## config.mk

```make
export PLATFORM = sky130hd
export DESIGN_NAME = prd_com_filter
export DESIGN_NICKNAME = d
export VERILOG_FILES = /design/src/rtl/prd_com_filter.sv
export SDC_FILE = /design/constraint.sdc
export NUM_CORES = 1
export LEC_CHECK = 0
export BUFFER_PORTS_ARGS = -buffer_cell sky130_fd_sc_hd__buf_2
export CAP_MARGIN = 10
export CORE_AREA = 8 8 108 110
export DETAILED_ROUTE_END_ITERATION = 6
export DIE_AREA = 0 0 116 118
export GPL_TIMING_DRIVEN = 0
export MAX_ROUTING_LAYER = met4
export PLACE_DENSITY = 0.78
export SLEW_MARGIN = 20
export SYNTH_ARGS = -nofsm -noshare
export SYNTH_HDL_FRONTEND = slang
export SYNTH_SLANG_ARGS = --single-unit
```

## constraint.sdc

```tcl
create_clock -name clk -period 2.05 [get_ports clk]
set_input_delay 0.3075 -clock clk [delete_from_list [all_inputs] [get_ports clk]]
set_output_delay 0.3075 -clock clk [all_outputs]
set_load 0.1 [all_outputs]
```

## src/rtl/prd_com_filter.sv

```systemverilog
// ---------------------------------------------------------------------------
// prd_com_filter
//   Input conditioning for the PRD command receiver board. Each raw active-low
//   optocoupler line is inverted, brought into the clk domain through a 2-FF
//   synchronizer and then passed through a tick-based integrating debouncer
//   with independent rise (ON_TICKS) and fall (OFF_TICKS) thresholds. The
//   clean active-high levels feed the iCom input of the PRD bus block.
//
// Ports
//   clk    in   1      system clock
//   iRes   in   1      asynchronous reset, active low
//   iComN  in   WIDTH  raw command inputs, active low, asynchronous to clk
//   oCom   out  WIDTH  debounced commands, active high, registered
//   oChg   out  1      one-clk pulse when at least one oCom bit changed
//   oTick  out  1      one-clk debounce sample strobe (debug)
// ---------------------------------------------------------------------------
module prd_com_filter #(
   parameter int WIDTH     = 16,
   parameter int CLOCK_IN  = 2_000_000,
   parameter int TICK_FREQ = 100_000,
   parameter int ON_TICKS  = 5,
   parameter int OFF_TICKS = 10
) (
   input  logic             clk,
   input  logic             iRes,
   input  logic [WIDTH-1:0] iComN,
   output logic [WIDTH-1:0] oCom,
   output logic             oChg,
   output logic             oTick
);

   localparam int TICK_DIV = CLOCK_IN / TICK_FREQ;
   localparam int PRE_W    = (TICK_DIV > 1) ? $clog2(TICK_DIV) : 1;
   localparam int MAX_THR  = (ON_TICKS > OFF_TICKS) ? ON_TICKS : OFF_TICKS;
   localparam int CNT_W    = $clog2(MAX_THR + 1);

   localparam logic [PRE_W-1:0] PRE_LOAD = PRE_W'(TICK_DIV - 1);
   localparam logic [CNT_W-1:0] ON_LAST  = CNT_W'(ON_TICKS - 1);
   localparam logic [CNT_W-1:0] OFF_LAST = CNT_W'(OFF_TICKS - 1);

   // Count value at which the next differing sample flips the channel:
   // an inactive channel needs ON_TICKS samples, an active one OFF_TICKS.
   function automatic logic [CNT_W-1:0] last_cnt(input logic state);
      return state ? OFF_LAST : ON_LAST;
   endfunction

   logic [WIDTH-1:0] sync_p0;
   logic [WIDTH-1:0] sync_p1;
   logic [PRE_W-1:0] pre_cnt;
   logic             tick_now;
   logic [CNT_W-1:0] cnt     [WIDTH];
   logic [CNT_W-1:0] cnt_nxt [WIDTH];
   logic [WIDTH-1:0] com_nxt;

   // Stage p0/p1: invert to active-high and synchronize
   always_ff @(posedge clk or negedge iRes) begin
      if (!iRes) begin
         sync_p0 <= '0;
         sync_p1 <= '0;
      end else begin
         sync_p0 <= ~iComN;
         sync_p1 <= sync_p0;
      end
   end

   // Prescaler: the debouncers sample on the same edge that raises oTick
   assign tick_now = (pre_cnt == '0);

   always_ff @(posedge clk or negedge iRes) begin
      if (!iRes) begin
         pre_cnt <= PRE_LOAD;
         oTick   <= 1'b0;
      end else if (tick_now) begin
         pre_cnt <= PRE_LOAD;
         oTick   <= 1'b1;
      end else begin
         pre_cnt <= pre_cnt - PRE_W'(1);
         oTick   <= 1'b0;
      end
   end

   // Integrating debouncer: a sample matching the output clears the run,
   // a differing sample extends it, and the last one of the run flips the
   // output and clears the counter so it never exceeds the threshold.
   always_comb begin
      com_nxt = oCom;
      for (int i = 0; i < WIDTH; i++) begin
         cnt_nxt[i] = cnt[i];
         if (tick_now) begin
            if (sync_p1[i] == oCom[i]) begin
               cnt_nxt[i] = '0;
            end else if (cnt[i] == last_cnt(oCom[i])) begin
               com_nxt[i] = ~oCom[i];
               cnt_nxt[i] = '0;
            end else begin
               cnt_nxt[i] = cnt[i] + CNT_W'(1);
            end
         end
      end
   end

   // Stage p2: registered outputs
   always_ff @(posedge clk or negedge iRes) begin
      if (!iRes) begin
         oCom <= '0;
         oChg <= 1'b0;
         for (int i = 0; i < WIDTH; i++) begin
            cnt[i] <= '0;
         end
      end else begin
         oCom <= com_nxt;
         oChg <= (com_nxt != oCom);
         for (int i = 0; i < WIDTH; i++) begin
            cnt[i] <= cnt_nxt[i];
         end
      end
   end

endmodule

```

* Word level (Yosys, flattened, before mapping)
Cells that the tools add are included.
Word-level totals: flip-flop bits (word level) 119, latch bits 0, bits in writable memories 0, bits in read-only memories 0, output and inout bits 18, word-level logic and storage cells 188, memories kept 0
Operators by class: add/sub/neg operators 17, multiply operators 0, div/mod/pow operators 0, magnitude comparators 0, equal/unequal tests 33, shift-type cells 0, mux-type cells 98, bitwise logic cells 17, reduce and logical (&&, ||, !) cells 1
Operators by type and width (count):
- $mux 4 | 48
- $add 4x1->4 const B | 16
- $eq 4x4->1 | 16
- $mux 1 | 49
- $eq 1x1->1 | 16
- $ne 16x16->1 | 1
- $not 1->1 | 16
- $not 16->16 | 1
- $logic_not 5->1 | 1
- $mux 5 | 1
- $sub 5x1->5 const B | 1

* Logic depth before layout (Yosys ltp)
Gate-level depths: netlist (run 1).
depth in word-level cells 6, depth in mapped cells 9

* Worst setup path after synthesis (run 1)
OpenSTA, ideal clock, no wires.
path type reg2reg, start point reg oCom[1], end point reg oCom[1], library setup time 0.126 ns, arrival time 2.029 ns, required time 1.924 ns, path slack -0.105 ns, cell stages (with the launch flop) 5, path buffers 0, path through dfrtp_1 or4b_1 a21o_1 nor2_1 mux2_2
On the way: word-level cells in the longest chain between the ends 5, elaborated cells between the ends (all ways) 7, classes of those cells eq/ne (2); mux (4); bitwise (1)
Ends and longest elaborated chain:
- start, declared | line 27 | output logic [WIDTH-1:0] oCom,
- start signal, assigned | line 111 | oCom <= com_nxt;
- $mux 4 | line 44 | return state ? OFF_LAST : ON_LAST;
- $eq 4x4->1 | line 92 | end else if (cnt[i] == last_cnt(oCom[i])) begin
- $mux 1 | line 92
- $mux 1 | line 90 | if (sync_p1[i] == oCom[i]) begin
- $mux 1 (*) | line 89 | if (tick_now) begin
- via com_nxt[1] | line 53 | logic [WIDTH-1:0] com_nxt;
The timed path passes the listed nets; every way through them passes the cells marked *. A chain may end at the register's enable or synchronous reset.

* Worst setup path in the final report (run 1)
start point reg pre_cnt[0], end point reg oCom[1]
On the way: word-level cells in the longest chain between the ends 2
Ends and longest elaborated chain:
- start, declared | line 49 | logic [PRE_W-1:0] pre_cnt;
- start signal, assigned | line 77 | pre_cnt <= pre_cnt - PRE_W'(1);
- $logic_not 5->1 | line 67 | assign tick_now = (pre_cnt == '0);
- $mux 1 | line 89
- via com_nxt[1] | line 53
The timed path passes the listed nets, and every way through them passes these cells.

==> results of run 1 <==
registers in the layout (all words and copies together), names as in the netlist:
name,count
cnt,64
sync_p1,16
oTick,1
oCom,16
sync_p0,16
pre_cnt,5
oChg,1
area by class of cell:
class	count	area, sq um	area share (%)
Tap cell	136	170	2.39
Timing Repair Buffer	53	379	5.33
Clock inverter	12	174	2.44
Inverter	25	96.3	1.35
Sequential cell	119	2990	42.0
Clock buffer	20	455	6.40
Buffer	16	141	1.99
Multi-Input combinational cell	443	2710	38.1
cell usage after synthesis, types with 2 or more instances:
| cell | n | area [sq um] |
|---|---|---|
| a21o_1 | 8 | 60.1 |
| a21oi_1 | 32 | 160 |
| a22o_1 | 7 | 61.3 |
| a2bb2oi_1 | 2 | 17.5 |
| a31oi_1 | 3 | 18.8 |
| buf_2 | 2 | 10.0 |
| buf_4 | 6 | 45.0 |
| buf_6 | 4 | 45.0 |
| clkbuf_1 | 4 | 15.0 |
| dfrtp_1 | 116 | 2900 |
| dfstp_2 | 3 | 78.8 |
| ha_1 | 18 | 225 |
| inv_1 | 24 | 90.1 |
| mux2_2 | 9 | 101 |
| nand2_1 | 89 | 334 |
| nand2b_1 | 31 | 194 |
| nand3_1 | 35 | 175 |
| nand3b_1 | 5 | 37.5 |
| nand4_1 | 3 | 18.8 |
| nand4b_1 | 6 | 52.6 |
| nor2_1 | 22 | 82.6 |
| nor2b_1 | 13 | 81.3 |
| nor3_1 | 21 | 105 |
| nor3b_1 | 3 | 22.5 |
| nor4_1 | 2 | 12.5 |
| nor4b_1 | 12 | 105 |
| nor4bb_1 | 10 | 100 |
| o21ai_0 | 55 | 275 |
| o21ai_1 | 12 | 60.1 |
| o22a_1 | 5 | 43.8 |
| o22ai_1 | 5 | 31.3 |
| o2bb2ai_1 | 2 | 17.5 |
| or3_1 | 4 | 25.0 |
| or4b_1 | 5 | 50.1 |
| or4b_2 | 3 | 30.0 |
| or4bb_1 | 2 | 22.5 |
| xnor2_1 | 3 | 26.3 |
| xor2_1 | 2 | 17.5 |
stage by stage:
step | worst slack (ps) | cells
floorplan | 105 | 603
global placement | -1010 | 774
detailed placement | -185 | 775
CTS | 18.6 | 824
global route | -0.601 | 824
finish | 84.2 | 824
cell families after synthesis:
logic type                 after synthesis
xor gates and xnor gates                 5
adders and majority gates               18
AOI/OAI and AO/OA                      139
muxes                                   10
DFF                                    119
buffers and inverters                   41
and+or+nand+nor                        271
report_power, final:
part	total (uW)	internal, uW	switching (uW)
logic	212	98.9	113
clock network	3120	2060	1050
registers	2490	2420	74.9
metal layers:
layer	up-vias	part of all wire, %	global-route usage [%]
met1	2375	43	26.2
met5	-	0	-
met3	24	5.3	6.57
li1	2309	-	-
met4	0	2.1	8.92
met2	133	49	33.0
worst reg2reg max path: stages, from the launching register on:
cell and delay (ps):
dfstp_2 370, inv_1 70, ha_1 160, or4b_1 450, buf_6 180, buf_6 170, nor2_2 120, mux2_2 330
repair_timing:
action	4_1_cts	5_1_grt
pin swaps	0	0
hold buffers	17	0
cloned	0	0
resized for setup	5	16
hold endpoints to repair	72	0
endpoints found under the setup margin	34	46
cells in the final DEF (no fill, tap or decap), types with 8 or more instances in the layout:
master,count
dfrtp_1,113
nand2_1,89
o21ai_0,53
buf_2,38
nand3_1,35
nand2b_1,31
a21oi_1,31
inv_1,24
nor3_1,21
nor2_1,20
ha_1,18
dlygate4sd3_1,17
clkbuf_16,16
o21ai_1,14
nor2b_1,13
nor4b_1,11
nor4bb_1,10
mux2_2,9
buf_6,8
a21o_1,8
path summary, 6_finish.rpt:
kind	to	slack [ps]	start	depth (start not counted)
min	sync_p0[12]$_DFF_PN0_	320	iRes	2
min reg2reg	sync_p1[14]$_DFF_PN0_	350	sync_p0[14]$_DFF_PN0_	0
min in group clk	sync_p1[14]$_DFF_PN0_	350	sync_p0[14]$_DFF_PN0_	0
max reg2reg	oCom[1]$_DFF_PN0_	80	pre_cnt[0]$_DFF_PN1_	7
max in group asynchronous	oCom[1]$_DFF_PN0_	1050	iRes	3
max	oCom[1]$_DFF_PN0_	80	pre_cnt[0]$_DFF_PN1_	7
==> run_results.csv, run 1 <==
group,metric,value,unit
status,run_status,"finished, final reports clean",
job,maxCapViolations,0,
layout,insertedDiodeCount,0,
power,leakage,0.00315,uW
floorplan,dieArea,13700,sq um
place,gp_congestion,0.858,
clock_tree,cts_tree,"built",
critical_path,critPathTopFamily,"simple AND/OR/NAND/NOR gates",
critical_path,crit_path_end_kind,"flip-flop",
clock_tree,cts.path.max_buffers,2,
grt,grt_pass1_wl,22.4,mm
layout,nNetsFinal,711,
sta,tightest_slew,582,ps
route,vias_per_cell,5.88,
yosys,muxShareOfSynthArea,1.89,%
yosys,postSynthCellCount,603,
floorplan,die_x,116,um
yosys,synth_seq_cells,119,
route,wire_per_inst,16.5,um
clock_tree,clk-insertion-delay-late,530,ps
yosys,synth_top_family_by_area,"simple AND/OR/NAND/NOR gates",
place,portBuffers,35,
critical_path,slowest_delay,450,ps
clock_tree,numCtsBuffers,17,
route,postRouteAntennaNets,0,
critical_path,crit_buf_inv,3,
critical_path,critPathLaunchType,"flip-flop",
sta,max_freq,509,MHz
critical_path,cp_cell_sequence,"inv_1 > ha_1 > or4b_1 > buf_6 > buf_6 > nor2_2 > mux2_2",
place,hpwl,8.98,mm
yosys,synth_compound_area_share,13.9,%
grt,grt-ovfl-total,0,
floorplan,initial_core_util,58.8,%
sta,rsz0062_at_grt,"true",
route,dr.pass1.iters,5,
floorplan,die_h,118,um
grt,grtUsageTotal,21.7,%
yosys,synth_edf_count,0,
critical_path,slowest_stage,"or4b_1",
power,p_total,5820,uW
grt,grt_max_degree,61,
route,routed_wl,13.6,mm
grt,grt_pass1_vias,4709,
yosys,syn_nets,639,
route,route.detailed.drc,0,
sta,setup_viol,0,
sta,whs,318,ps
sta,slew_headroom,60.7,%
route,drt_iter0_drc,444,
layout,syn_to_final_growth,20.9,%
grt,antenna_found_initial,0,
layout,n_fill_cell,774,
power,ir_drop,677,uV
critical_path,critPathKind,"flip-flop to flip-flop",
route,vias,4841,
yosys,syn_area,5880,sq um
yosys,yosys.area_share.simple,25.4,%
clock_tree,clk_pin_slew,60,ps
yosys,synth.distinct_cells,53,
layout,final_cell_area,7110,sq um
layout,fin_util,71.1,%
clock_tree,root_buffer,"clkbuf_8",
yosys,synth_area_per_cell,9.76,sq um
yosys,ys_seq_area_share,50.7,%
sta,post-route-period-util,95.9,%
clock_tree,ctsHtreeMaxLevel,4,
floorplan,io_pins,36,
clock_tree,clock_sinks,119,
sta,final.min_clock_period,1970,ps
power,p_per_area,818,nW/um^2
yosys,ys_dominant_reg_cell,"dfrtp_1",
yosys,synth_xor_area_share,0.744,%
floorplan,coreArea,10000,sq um
place,place_area,6270,sq um
yosys,yosys_warnings,0,
sta,fin_skew,7.92,ps
layout,final_layout_size_suffix_gt1_share,16.3,%
worst_hold_path,hp-class,"input port to async pin",
sta,slew_viol_final,0,
yosys,synthAdderAreaFrac,3.83,%
critical_path,cpMostUsedCell,"buf_6",
clock_tree,cts_setup_buffers,0,
critical_path,cp.arrival,2380,ps
critical_path,worstPathMaxFanout,10,
yosys,async_flop_share,100,%
sta,tns,0,ps
critical_path,required,2460,ps
floorplan,rows,37,
sta,hold_viol_final,0,
(Power assumes the default switching activity.)
==> run 2, diff against run 1 <==
BUFFER_PORTS_ARGS = not set   (was -buffer_cell sky130_fd_sc_hd__buf_2)
CORE_AREA = 8 8 106 108   (was 8 8 108 110)
DIE_AREA = 0 0 114 116   (was 0 0 116 118)
DONT_BUFFER_PORTS = 1   (was not set)
==> run 2 against run 1 <==
- the run now ends with hold timing, setup timing left
- flip-flop and latch count unchanged
- fmax down 6.2%
- sequential power about the same
- register-to-register slack worse by 130 ps
- sequential share of layout area is 1.4 points higher
- critical path type unchanged
==> run_results.csv, run 2 (same netlist as run 1, synthesis figures left out) <==
group,metric,value,unit
status,run_status,"finished, violations left",
status,violations,"hold timing, setup timing",
power,intPower,4440,uW
route,routed_wl,13.7,mm
job,maxCapViolations,0,
sta,slew_viol_final,0,
grt,grtUsageTotal,22.6,%
clock_tree,root_buffer,"clkbuf_8",
critical_path,endpoint,"oChg$_DFF_PN0_",
route,drt_iter0_drc,357,
power,pwr-share-clk,53.1,%
layout,fin_util,72.6,%
layout,insertedDiodeCount,0,
route,dr.pass1.iters,5,
clock_tree,numCtsBuffers,17,
place,hpwl,8.79,mm
critical_path,slowest_stage,"dfrtp_4",
clock_tree,cts.path.max_buffers,2,
critical_path,crit_path_end_kind,"flip-flop",
layout,syn_to_final_growth,17.9,%
critical_path,cp.arrival,2520,ps
route,postRouteAntennaNets,0,
critical_path,worstReg2RegStart,"oCom[1]$_DFF_PN0_",
route,vias,4715,
worst_hold_path,hp-class,"input port to async pin",
critical_path,required,2480,ps
floorplan,initial_core_util,61.6,%
layout,final_cell_area,6940,sq um
floorplan,die_x,114,um
clock_tree,cts_setup_buffers,0,
layout,top_register,"cnt",
clock_tree,cts_tree,"built",
place,place_area,6050,sq um
sta,post-route-period-util,102,%
clock_tree,ctsHtreeMaxLevel,4,
sta,setup_viol,1,
route,wire_per_inst,17.4,um
critical_path,slowest_delay,630,ps
floorplan,io_pins,36,
power,seq_power_share,44.3,%
sta,rsz0062_at_grt,"true",
power,p_per_area,811,nW/um^2
sta,fin_skew,7.39,ps
layout,final_common_cell,"dfrtp_1",
floorplan,coreArea,9550,sq um
sta,max_freq,477,MHz
grt,grt_pass1_wl,22.5,mm
clock_tree,clk-insertion-delay-late,520,ps
grt,grt_max_degree,120,
critical_path,worstPathMaxFanout,5,
layout,nNetsFinal,675,
route,vias_per_cell,6.01,
place,dp_slack,-306,ps
power,ir_drop,652,uV
sta,slew_headroom,29.4,%
layout,final_cell_mix,"101 x dfrtp_1, 89 x nand2_1, 55 x o21ai_0, 35 x nand3_1",
grt,grt-ovfl-total,0,
critical_path,cp_cell_sequence,"or4b_4 > nor3b_4 > nor4_1 > and4b_1 > a31oi_2",
grt,grt_pass1_vias,4709,
sta,worst_slack,-45.4,ps
critical_path,critPathLaunchType,"flip-flop",
critical_path,startpoint,"oCom[1]$_DFF_PN0_",
clock_tree,ctsHoldBuffers,16,
layout,final_layout_size_suffix_gt1_share,14.3,%
sta,tightest_slew,1060,ps
power,leakage,0.00294,uW
route,route.detailed.drc,0,
power,swShare,21.0,%
layout,multi_input_area,2740,sq um
floorplan,die_h,116,um
power,combPwrFrac,2.6,%
layout,regArea,3010,sq um
clock_tree,clock_sinks,119,
power,p_total,5620,uW
place,gp_congestion,0.873,
floorplan,dieArea,13200,sq um
layout,largest_reg_flops,64,
critical_path,r2r_slack,-50,ps
sta,whs,-514,ps
critical_path,critPathKind,"flip-flop to flip-flop",
sta,hold_viol_final,119,
clock_tree,clk_pin_slew,50,ps
grt,antenna_found_initial,0,
critical_path,r2r-end,"oChg$_DFF_PN0_",
critical_path,reg2reg_depth,5,
floorplan,rows,36,
layout,n_fill_cell,685,
power,switchingPower,1180,uW
sta,final.min_clock_period,2100,ps
place,portBuffers,0,
==> run 2: cell count changes in the layout (fill, tap and decap cells not counted), sizes merged <==
cell         change
buf             -33
bufinv           -1
clkbuf           -1
dlygate4sd3      -1
==> run 2: worst max-delay path, delay by kind of cell, from the launching register on <==
family / cells / cell delay (ps)
AO/OA/AOI/OAI: 1 / 200
AND/OR/NAND/NOR: 4 / 1160
flip-flops: 1 / 630
==> run 2: stage by stage <==
step           setup TNS, ps  std cells
6_report               -45.4        785
5_1_grt                 -114        785
4_1_cts                 -148        784
3_3_place_gp           -2370        736
3_5_place_dp           -3440        736
2_1_floorplan              0        603
==> run 2: power groups by stage <==
stage	combinational [uW]	clock (uW)	sequential, uW
after floorplan	99.7	0	2510
after global placement	112	0	2520
after detailed placement	119	0	2530
after CTS	144	3030	2490
after global routing	169	3160	2500
final	146	2990	2490
==> run 2: worst min-delay path by stage <==
stage | start | to | slack (ps) | depth (start not counted)
5_1_grt | iRes | sync_p1[2]$_DFF_PN0_ | -550 | 0
2_1_floorplan | iRes | cnt[0]$_DFFE_PN0N_ | 10 | 0
3_3_place_gp | iRes | oCom[10]$_DFF_PN0_ | 20 | 0
4_1_cts | iRes | oCom[11]$_DFF_PN0_ | -530 | 0
6_report | iRes | oCom[13]$_DFF_PN0_ | -510 | 0
3_5_place_dp | iRes | sync_p0[14]$_DFF_PN0_ | 20 | 0
==> run 2: layout make-up <==
cell class                 instances  share of cell area [%]
sequential                       119                    43.4
multi-input combinational        443                    39.4
clock buffer                      21                    6.62
tap                              133                    2.40
timing repair buffer              17                    2.38
buffer                            16                    2.20
clock inverter                    11                    2.13
inverter                          25                    1.46
==> run 2: what timing repair did <==
item / CTS / global route
pin swaps: 0 / 5
gates resized for setup: 11 / 38
gates cloned: 0 / 1
endpoints found under the hold margin: 135 / 119
setup endpoints to repair: 35 / 63
==> run 2: metal layers <==
metal / track usage (%) / routed length, um / vias up
met5: - / 0 / -
met4: 9.05 / 242 / 0
met3: 7.30 / 990 / 18
met2: 36.0 / 6600 / 143
met1: 26.0 / 5850 / 2313
li1: - / - / 2241
==> run 3, diff against run 2 <==
clock period = 2.3 ns   (was 2.05 ns; I/O delays follow)
==> run 3 against run 2 <==
- the run ends with hold timing left
- highest routed layer unchanged
- critical path depth unchanged
- utilization fell by 1.7 points
- worst hold slack improved by 26 ps
- die area unchanged
- final area fell by 2.4%
- largest power group unchanged
- critical path type unchanged
- total power down 15%
- via count is 1.6% higher
- clock power decreased by 19%
==> run_results.csv, run 3 (same netlist as run 1, synthesis figures left out) <==
group,metric,value,unit
clock_tree,numCtsBuffers,17,
sta,post-route-period-util,97.1,%
floorplan,dieArea,13200,sq um
route,postRouteAntennaNets,0,
sta,final.min_clock_period,2230,ps
place,hpwl,8.70,mm
critical_path,critPathKind,"flip-flop to flip-flop",
route,routed_wl,13.7,mm
clock_tree,cts_setup_buffers,0,
power,leakage,0.00291,uW
clock_tree,root_buffer,"clkbuf_8",
floorplan,io_pins,36,
route,vias_per_cell,6.11,
critical_path,critPathLaunchType,"flip-flop",
clock_tree,ctsHoldBuffers,16,
sta,worst_slack,66.7,ps
layout,insertedDiodeCount,0,
sta,hold_viol_final,119,
floorplan,die_x,114,um
floorplan,die_h,116,um
layout,final_cell_area,6770,sq um
layout,multi_input_area,2700,sq um
clock_tree,clock_sinks,119,
layout,top_register,"cnt",
critical_path,worstPathMaxFanout,5,
layout,largest_reg_flops,64,
place,place_area,6050,sq um
critical_path,crit_path_end_kind,"flip-flop",
layout,final_layout_size_suffix_gt1_share,10.9,%
critical_path,critPathTopFamily,"simple AND/OR/NAND/NOR gates",
sta,whs,-488,ps
grt,grt_pass1_vias,4660,
sta,setup_viol,0,
route,route.detailed.drc,0,
grt,grt_pass1_wl,22.5,mm
floorplan,coreArea,9550,sq um
place,portBuffers,0,
status,run_status,"finished, violations left",
critical_path,required,2730,ps
place,dp_slack,-293,ps
layout,nNetsFinal,674,
grt,grtUsageTotal,22.6,%
layout,regArea,2990,sq um
critical_path,slowest_delay,630,ps
layout,syn_to_final_growth,15.1,%
clock_tree,ctsHtreeMaxLevel,4,
route,vias,4790,
route,wire_per_inst,17.5,um
grt,grt_max_degree,120,
sta,max_freq,448,MHz
sta,slew_headroom,27.7,%
floorplan,initial_core_util,61.6,%
power,p_per_area,705,nW/um^2
clock_tree,clk-insertion-delay-late,530,ps
critical_path,slowest_stage,"dfrtp_4",
clock_tree,clk_pin_slew,60,ps
sta,tightest_slew,1080,ps
layout,final_common_cell,"dfrtp_1",
sta,rsz0062_at_grt,"false",
route,drt_iter0_drc,435,
route,dr.pass1.iters,5,
critical_path,crit_buf_inv,0,
layout,final_cell_mix,"112 x dfrtp_1, 89 x nand2_1, 55 x o21ai_0, 35 x nand3_1, 32 x a21oi_1",
critical_path,cp.arrival,2660,ps
sta,slew_viol_final,0,
worst_hold_path,hp-class,"input port to async pin",
floorplan,rows,36,
job,maxCapViolations,0,
status,violations,"hold timing",
critical_path,cp_cell_sequence,"or4b_1 > nor3b_2 > nor4_1 > and4b_1 > a31oi_1",
clock_tree,cts.path.max_buffers,2,
grt,grt-ovfl-total,0,
clock_tree,cts_tree,"built",
layout,n_fill_cell,689,
place,gp_congestion,0.832,
grt,antenna_found_initial,0,
power,ir_drop,432,uV
sta,fin_skew,5.22,ps
-- run 3: cell count changes in the layout (fill, tap and decap cells not counted), sizes merged --
cell,before,now
bufinv,3,1
inv,25,27
clkinv,4,6
clkinvlp,4,6
buf,17,12
-- run 3: per-layer routing --
metal / up-vias / share of wire [%] / global-route usage, %
met5: - / 0 / -
met4: 0 / 2.4 / 11.5
met3: 27 / 6.8 / 5.52
met2: 177 / 49 / 36.0
met1: 2344 / 42 / 26.2
li1: 2242 / - / -
-- run 3: layout make-up --
cell class | instances | share of cell area [%]
Buffer | 16 | 1.74
Clock buffer | 17 | 6.12
Clock inverter | 15 | 1.92
Inverter | 25 | 1.40
Multi-Input combinational cell | 443 | 39.8
Sequential cell | 119 | 44.2
Tap cell | 133 | 2.46
Timing Repair Buffer | 16 | 2.37
-- run 3: worst paths after layout --
check / startpoint / slack [ps] / to / cells after the start
worst max register to register: oCom[1]$_DFF_PN0_ / 70 / oChg$_DFF_PN0_ / 5
min in group clk: sync_p0[1]$_DFF_PN0_ / 350 / sync_p1[1]$_DFF_PN0_ / 0
worst max-delay path: oCom[1]$_DFF_PN0_ / 70 / oChg$_DFF_PN0_ / 5
max in group asynchronous: iRes / 2550 / pre_cnt[0]$_DFF_PN1_ / 0
worst min register to register: sync_p0[1]$_DFF_PN0_ / 350 / sync_p1[1]$_DFF_PN0_ / 0
worst min-delay path: iRes / -490 / sync_p0[12]$_DFF_PN0_ / 0
-- run 3: timing repair --
item                                   CTS  global route
endpoints found under the hold margin  135           119
resized for setup                        5             5
setup endpoints to repair                1            13
-- run 3: through the flow --
step	instances	power, uW	TNS (ps)	utilization [%]
floorplan	603	2320	0	-
global placement	736	2350	-277	63.4
detailed placement	736	2360	-293	63.4
CTS	784	4780	0	70.8
global route	784	4930	0	70.9
finish	784	4770	0	70.9
-- run 3: report_power, final --
part	leakage [uW]	internal, uW	switching (uW)
registers	0.00153	2150	66.2
clock network	0.000253	1430	993
logic	0.00113	71.3	58.2
total	0.00291	3650	1120
